$ cat src/rtl/dmem_pkg.sv
// Shared encodings for the MA-stage data-memory front end.
package dmem_pkg;

    localparam logic [1:0] SZ_BYTE = 2'd0;
    localparam logic [1:0] SZ_HALF = 2'd1;
    localparam logic [1:0] SZ_WORD = 2'd2;

    localparam logic [1:0] IDLE = 2'd0;
    localparam logic [1:0] RESP = 2'd1;
    localparam logic [1:0] HOLD = 2'd2;

    typedef struct packed {
        logic       we;
        logic [1:0] size;
        logic       uns;
        logic [1:0] off;
        logic       err;
    } ma_stage_t;

    // Size 3 falls through to the word rule.
    function automatic logic misaligned(
        input logic [1:0] size,
        input logic [1:0] off
    );
        if (size == SZ_BYTE) return 1'b0;
        if (size == SZ_HALF) return off[0];
        return off != 2'b00;
    endfunction

endpackage

$ cat src/rtl/dmem_access_ctrl_if.sv
// Request/response handshake bundle between the MA stage and the
// data-memory front end.
interface dmem_access_ctrl_if;

    logic        req_valid;
    logic        req_ready;
    logic        req_we;
    logic [1:0]  req_size;
    logic        req_unsigned;
    logic [31:0] req_addr;
    logic [31:0] req_wdata;
    logic        rsp_valid;
    logic        rsp_ready;
    logic [31:0] rsp_rdata;
    logic        rsp_err;

    modport master (
        output req_valid, req_we, req_size, req_unsigned,
        output req_addr, req_wdata, rsp_ready,
        input  req_ready, rsp_valid, rsp_rdata, rsp_err
    );

    modport slave (
        input  req_valid, req_we, req_size, req_unsigned,
        input  req_addr, req_wdata, rsp_ready,
        output req_ready, rsp_valid, rsp_rdata, rsp_err
    );

endinterface

$ cat src/rtl/dmem_load_align.sv
// Selects the addressed lane of a RAM word and sign/zero-extends it.
module dmem_load_align
    import dmem_pkg::*;
(
    input  logic [31:0] rdata,
    input  logic [1:0]  size,
    input  logic        uns,
    input  logic [1:0]  off,
    output logic [31:0] result
);

    logic [7:0]  lane_b;
    logic [15:0] lane_h;

    always_comb begin
        lane_b = rdata[{off, 3'b000} +: 8];
        lane_h = off[1] ? rdata[31:16] : rdata[15:0];
        unique case (size)
            SZ_BYTE: result = {{24{lane_b[7] & ~uns}}, lane_b};
            SZ_HALF: result = {{16{lane_h[15] & ~uns}}, lane_h};
            default: result = rdata;
        endcase
    end

endmodule

$ cat src/rtl/dmem_access_ctrl.sv
// MA-stage load/store front end for a byte-enabled 1R/1W data RAM
// with a registered read address.
module dmem_access_ctrl
    import dmem_pkg::*;
#(
    parameter int DRWIDTH = 12
) (
    input  logic               clk,
    input  logic               rst_n,
    dmem_access_ctrl_if.slave  bus,
    output logic [DRWIDTH-1:0] ram_radr,
    input  logic [31:0]        ram_rdata,
    output logic [DRWIDTH-1:0] ram_wadr,
    output logic [31:0]        ram_wdata,
    output logic [3:0]         ram_wen
);

    logic [1:0]  state;
    logic [1:0]  state_nxt;
    ma_stage_t   stg;
    logic [31:0] hold;
    logic        accept;
    logic        err_new;
    logic [1:0]  off;
    logic [31:0] ld_data;
    logic [31:0] rsp_data;
    logic        unused_addr;

    assign off         = bus.req_addr[1:0];
    assign unused_addr = ^bus.req_addr[31:DRWIDTH+2];
    assign err_new     = misaligned(bus.req_size, off);

    assign bus.rsp_valid = state != IDLE;
    assign bus.req_ready = (state == IDLE) |
                           (bus.rsp_valid & bus.rsp_ready);
    assign accept        = bus.req_valid & bus.req_ready;

    assign ram_radr = bus.req_addr[DRWIDTH+1:2];
    assign ram_wadr = bus.req_addr[DRWIDTH+1:2];

    // Writes are gated by rst_n so a reset never leaves a stray write.
    always_comb begin
        ram_wen   = 4'b0000;
        ram_wdata = bus.req_wdata;
        unique case (bus.req_size)
            SZ_BYTE: ram_wdata = {4{bus.req_wdata[7:0]}};
            SZ_HALF: ram_wdata = {2{bus.req_wdata[15:0]}};
            default: ;
        endcase
        if (accept & bus.req_we & ~err_new & rst_n) begin
            unique case (bus.req_size)
                SZ_BYTE: ram_wen = 4'b0001 << off;
                SZ_HALF: ram_wen = 4'b0011 << off;
                default: ram_wen = 4'b1111;
            endcase
        end
    end

    dmem_load_align u_align (
        .rdata  (ram_rdata),
        .size   (stg.size),
        .uns    (stg.uns),
        .off    (stg.off),
        .result (ld_data)
    );

    always_comb begin
        rsp_data = 32'h0;
        if (state == HOLD)
            rsp_data = hold;
        else if (state == RESP && !stg.we && !stg.err)
            rsp_data = ld_data;
    end

    assign bus.rsp_rdata = rsp_data;
    assign bus.rsp_err   = stg.err & bus.rsp_valid;

    always_comb begin
        state_nxt = state;
        unique case (state)
            IDLE: if (accept) state_nxt = RESP;
            RESP, HOLD: begin
                if (!bus.rsp_ready) state_nxt = HOLD;
                else if (accept)    state_nxt = RESP;
                else                state_nxt = IDLE;
            end
            default: state_nxt = IDLE;
        endcase
    end

    always_ff @(posedge clk or negedge rst_n) begin
        if (!rst_n) begin
            state <= IDLE;
            stg   <= '0;
            hold  <= 32'h0;
        end else begin
            state <= state_nxt;
            if (accept) begin
                stg.we   <= bus.req_we;
                stg.size <= bus.req_size;
                stg.uns  <= bus.req_unsigned;
                stg.off  <= off;
                stg.err  <= err_new;
            end
            if (state == RESP && !bus.rsp_ready)
                hold <= rsp_data;
        end
    end

endmodule
$ cat src/flat_wrapper.sv
// flat-port wrapper written by rule: the top's interface ports become plain ports
module dmem_access_ctrl_flat import dmem_pkg::*;
#(
    parameter int DRWIDTH = 12
)
  (clk, rst_n, ram_radr, ram_rdata, ram_wadr, ram_wdata, ram_wen, bus_req_valid, bus_req_we, bus_req_size, bus_req_unsigned, bus_req_addr, bus_req_wdata, bus_rsp_ready, bus_req_ready, bus_rsp_valid, bus_rsp_rdata, bus_rsp_err);
  dmem_access_ctrl_if bus_i ();
  input  logic clk;
  input  logic rst_n;
  output logic [DRWIDTH-1:0] ram_radr;
  input  logic [31:0] ram_rdata;
  output logic [DRWIDTH-1:0] ram_wadr;
  output logic [31:0] ram_wdata;
  output logic [3:0] ram_wen;
  input wire logic [$bits(bus_i.req_valid)-1:0] bus_req_valid;
  input wire logic [$bits(bus_i.req_we)-1:0] bus_req_we;
  input wire logic [$bits(bus_i.req_size)-1:0] bus_req_size;
  input wire logic [$bits(bus_i.req_unsigned)-1:0] bus_req_unsigned;
  input wire logic [$bits(bus_i.req_addr)-1:0] bus_req_addr;
  input wire logic [$bits(bus_i.req_wdata)-1:0] bus_req_wdata;
  input wire logic [$bits(bus_i.rsp_ready)-1:0] bus_rsp_ready;
  output wire logic [$bits(bus_i.req_ready)-1:0] bus_req_ready;
  output wire logic [$bits(bus_i.rsp_valid)-1:0] bus_rsp_valid;
  output wire logic [$bits(bus_i.rsp_rdata)-1:0] bus_rsp_rdata;
  output wire logic [$bits(bus_i.rsp_err)-1:0] bus_rsp_err;
  assign bus_i.req_valid = bus_req_valid;
  assign bus_i.req_we = bus_req_we;
  assign bus_i.req_size = bus_req_size;
  assign bus_i.req_unsigned = bus_req_unsigned;
  assign bus_i.req_addr = bus_req_addr;
  assign bus_i.req_wdata = bus_req_wdata;
  assign bus_i.rsp_ready = bus_rsp_ready;
  assign bus_req_ready = bus_i.req_ready;
  assign bus_rsp_valid = bus_i.rsp_valid;
  assign bus_rsp_rdata = bus_i.rsp_rdata;
  assign bus_rsp_err = bus_i.rsp_err;
  dmem_access_ctrl #(.DRWIDTH(DRWIDTH)) u_core (.clk(clk), .rst_n(rst_n), .bus(bus_i), .ram_radr(ram_radr), .ram_rdata(ram_rdata), .ram_wadr(ram_wadr), .ram_wdata(ram_wdata), .ram_wen(ram_wen));
endmodule
$ cat config.mk
export PLATFORM = sky130hd
export DESIGN_NAME = dmem_access_ctrl_flat
export DESIGN_NICKNAME = d
export VERILOG_FILES = /design/src/rtl/dmem_pkg.sv /design/src/rtl/dmem_access_ctrl_if.sv /design/src/rtl/dmem_load_align.sv /design/src/rtl/dmem_access_ctrl.sv /design/src/flat_wrapper.sv
export SDC_FILE = /design/constraint.sdc
export NUM_CORES = 1
export LEC_CHECK = 0
export ABC_AREA = 0
export CAP_MARGIN = 20
export CELL_PAD_IN_SITES_DETAIL_PLACEMENT = 2
export CELL_PAD_IN_SITES_GLOBAL_PLACEMENT = 2
export CORE_MARGIN = 4
export CORE_UTILIZATION = 21
export CTS_BUF_LIST = sky130_fd_sc_hd__clkbuf_8
export CTS_CLUSTER_DIAMETER = 60
export DETAILED_ROUTE_END_ITERATION = 12
export PLACE_DENSITY = 0.8
export SLEW_MARGIN = 20
export SYNTH_ARGS = -nofsm -noshare
export SYNTH_HDL_FRONTEND = slang
export SYNTH_SLANG_ARGS = --single-unit
$ cat constraint.sdc
create_clock -name clk -period 3.63 [get_ports clk]
set_clock_uncertainty 0.2 [all_clocks]
set_input_delay 0.9075 -clock clk [delete_from_list [all_inputs] [get_ports clk]]
set_output_delay 0.9075 -clock clk [all_outputs]
set_load 0.01 [all_outputs]
==> impl_metrics.py <==
metrics = {
    "sta": {
        "finalHoldViolCount": 0,
        "layout_min_cycle_time_ps": 3638,
        "holdWs_ps": 298.7,
        "slew_headroom_pct": 55.14,
        "tightest_slew_ps": 672.1,
        "fmax_mhz": 274.9,
        "rsz0062_at_grt": "true",
        "final-setup-viol-count": 1,
        "setup_ws_ps": -8.107,
        "period_share_pct": 100.2,
        "report.final.slew_viol_count": 0,
    },
    "worst_setup_path": {
        "r2r_end": "u_core.hold[21]$_DFFE_PN0P_",
        "reg2reg_slack_ps": 840,
        "crit_fanout": 2,
        "end_kind": "output pin",
        "required_ps": 2520,
        "timing.rr.start": "u_core.state[0]$_DFFE_PN0P_",
        "cp-endpoint": "bus_rsp_rdata[7]",
        "crit_type": "input port to output pin",
        "crit_arrival_ps": 2530,
        "cp-start-kind": "input port",
        "startpoint": "ram_rdata[23]",
        "ff2ff_path_depth": 7,
    },
    "global_route": {
        "grt_first_pass_wirelength_mm": 22.75,
        "grt_usage_pct": 16.44,
        "antenna_found_initial": 3,
        "grt_pass1_vias": 4087,
        "grt_max_degree": 42,
        "grt-ovfl-total": 0,
    },
    "drt": {
        "drt_iter0_drc": 169,
        "drc": 0,
        "wl_per_cell_um": 21.25,
        "num_vias": 3466,
        "firstDrtPassIters": 8,
        "drtAntennaViolNets": 0,
        "vias_per_cell": 5.001,
        "drt_wl_total_mm": 14.72,
    },
    "placement": {
        "postPlaceCellArea_um2": 4862,
        "place.port_buffers": 144,
        "placedCellCount": 663,
        "place_congestion": 0.7980,
        "dpl.hpwl_mm": 10.67,
    },
    "logic_synthesis": {
        "synth_cells": 345,
        "yosys_warnings": 0,
        "seq_area_frac_synth_pct": 32.12,
        "ys_seq_elements": 41,
        "syn-num-nets": 453,
        "yosysUniqueCellTypes": 39,
        "synth.avg_cell_area_um2": 9.259,
        "syn_area_um2": 3194,
    },
    "clock_tree": {
        "cts.sinks": 41,
        "ctsHtreeMaxLevel": 2,
        "cts_tree": "yes",
        "cts_buffer_depth": 2,
        "ctsHoldBuffers": 0,
        "cts_buffers": 5,
        "insertion_delay_ps": 310,
        "clock-root-buffer": "clkbuf_8",
        "clk_pin_slew_ps": 80,
    },
    "floorplan": {
        "fp-row-count": 44,
        "chipHeight_um": 131.3,
        "start_util_pct": 21.73,
        "dieArea_um2": 17250,
        "core_um2": 14700,
        "die_x_um": 131.3,
        "ioPinCount": 199,
    },
    "pwr": {
        "combPwrFrac_pct": 57.8,
        "vdd_drop_max_uv": 176.8,
        "clkPwrFrac_pct": 14.4,
        "p_total_mw": 2.756,
        "internal_power_mw": 1.617,
        "p_switching_mw": 1.138,
        "seq_power_share_pct": 27.8,
        "p_leak_nw": 2.361,
        "powerDensity_nw_per_um2": 542.5,
        "swShare_pct": 41.31,
    },
    "final_layout": {
        "multi_input_area_um2": 1859,
        "final_core_util_pct": 34.56,
        "syn_to_final_growth_pct": 59.03,
        "n_fill_cell": 1594,
        "finalNonFillerCells": 693,
        "layout_commonest_cell": "clkdlybuf4s50_1",
        "stdcell_area_um2": 5080,
        "drive_gt1_share_pct": 30.51,
        "layout.cells.most_common_list": "clkdlybuf4s50_1, buf_4, dfrtp_1",
        "regArea_um2": 1027,
        "num-nets-final": 615,
    },
    "run": {
        "maxCapViolCount": 0,
    },
    "outcome": {
        "violations": "setup timing",
        "outcome": "complete, but fails checks",
    },
    "hold_path": {
        "hold_class": "flip-flop to flip-flop",
    },
}
-- worst max-delay path: stages --
cell and delay, ps:
dlygate4sd2_1 270, mux2_4 310, a22oi_2 230, buf_4 170, and4_4 240, o21ai_0 100, dlygate4sd2_1 300
-- worst min path at each step --
stage                                      startpoint                          end  depth (start not counted)
after detailed placement   u_core.hold[2]$_DFFE_PN0P_   u_core.hold[2]$_DFFE_PN0P_                          2
after global placement     u_core.hold[3]$_DFFE_PN0P_   u_core.hold[3]$_DFFE_PN0P_                          2
after floorplan            u_core.hold[0]$_DFFE_PN0P_   u_core.hold[0]$_DFFE_PN0P_                          2
after global routing      u_core.hold[13]$_DFFE_PN0P_  u_core.hold[13]$_DFFE_PN0P_                          1
final                      u_core.hold[4]$_DFFE_PN0P_   u_core.hold[4]$_DFFE_PN0P_                          2
after CTS                  u_core.hold[2]$_DFFE_PN0P_   u_core.hold[2]$_DFFE_PN0P_                          2
-- synthesized netlist by cell type --
cell type / instances / area share [%]
nor3b_2: 1 / 0.39
nand4_1: 1 / 0.20
and4_1: 1 / 0.27
o21bai_1: 2 / 0.47
a21oi_4: 1 / 0.51
ha_1: 4 / 1.6
buf_4: 33 / 7.8
or3b_1: 1 / 0.27
nand3b_1: 1 / 0.24
o21ai_1: 1 / 0.16
clkbuf_1: 20 / 2.4
buf_1: 1 / 0.12
nor4_1: 1 / 0.20
or4b_2: 1 / 0.31
inv_1: 6 / 0.71
nand2b_1: 9 / 1.8
a22o_1: 32 / 8.8
mux2_2: 30 / 11
a21oi_1: 12 / 1.9
nand2_1: 36 / 4.2
a32o_1: 17 / 5.3
a22oi_1: 2 / 0.47
or3_1: 1 / 0.20
buf_2: 2 / 0.31
a2bb2oi_1: 1 / 0.27
nor4b_1: 2 / 0.55
a21oi_2: 1 / 0.27
nand4b_1: 1 / 0.27
buf_6: 2 / 0.71
a222oi_1: 7 / 2.2
o22ai_1: 1 / 0.20
dfrtp_1: 41 / 32
a21o_1: 15 / 3.5
o21ai_0: 27 / 4.2
nor3_1: 2 / 0.31
or2_2: 1 / 0.20
nor2b_1: 11 / 2.2
mux2i_1: 10 / 3.1
nor2_1: 7 / 0.82
-- final cells by class --
class / instances / area share [%]
diodes: 1 / 0.04926
clock buffers: 6 / 1.626
clock inverters: 2 / 0.6650
inverters: 6 / 0.4433
multi-input cells: 240 / 36.60
flip-flops and latches: 41 / 20.22
well taps: 184 / 4.532
repair buffers: 213 / 35.86
-- state kept, by name (all words and copies together), names as in the netlist --
| register | cells |
|---|---|
| u_core.hold | 32 |
| u_core.state | 2 |
| u_core.stg | 7 |
-- cell families after synthesis --
logic type | share of synthesized area [%]
AOI/OAI and AO/OA | 28.28
and+or+nand+nor | 12.38
buffers and inverters | 11.95
DFF | 32.12
muxes | 13.71
adders and majority gates | 1.567
-- metrics by stage --
step	worst slack [ps]	TNS (ps)
2_1_floorplan	425.0	0
3_3_place_gp	-656.9	-16910
3_5_place_dp	-763.1	-19570
4_1_cts	-16.93	-18.25
5_1_grt	-74.41	-113.8
6_report	-8.107	-8.107
-- power by group through the flow --
stage	sequential [mW]	combinational (mW)	clock, mW
detailed placement	0.764	1.51	0
global route	0.789	1.72	0.426
finish	0.767	1.59	0.397
floorplan	0.712	0.873	0
global placement	0.745	1.44	0
CTS	0.760	1.56	0.406
-- layer usage --
layer  track usage (%)  vias up  share of wire (%)
li1                  -     1576                  -
met2             30.47      153                 51
met4             4.317        4                2.3
met5                 0        -               0.15
met3             5.887       25                8.1
met1             17.77     1708                 38
-- repair_timing --
| action | in CTS | in global routing |
|---|---|---|
| setup buffers | 13 | 8 |
| endpoints found under the setup margin | 58 | 37 |
| resized for setup | 97 | 61 |
| pin swaps | 11 | 8 |
Power figures use the tool's default switching activity.
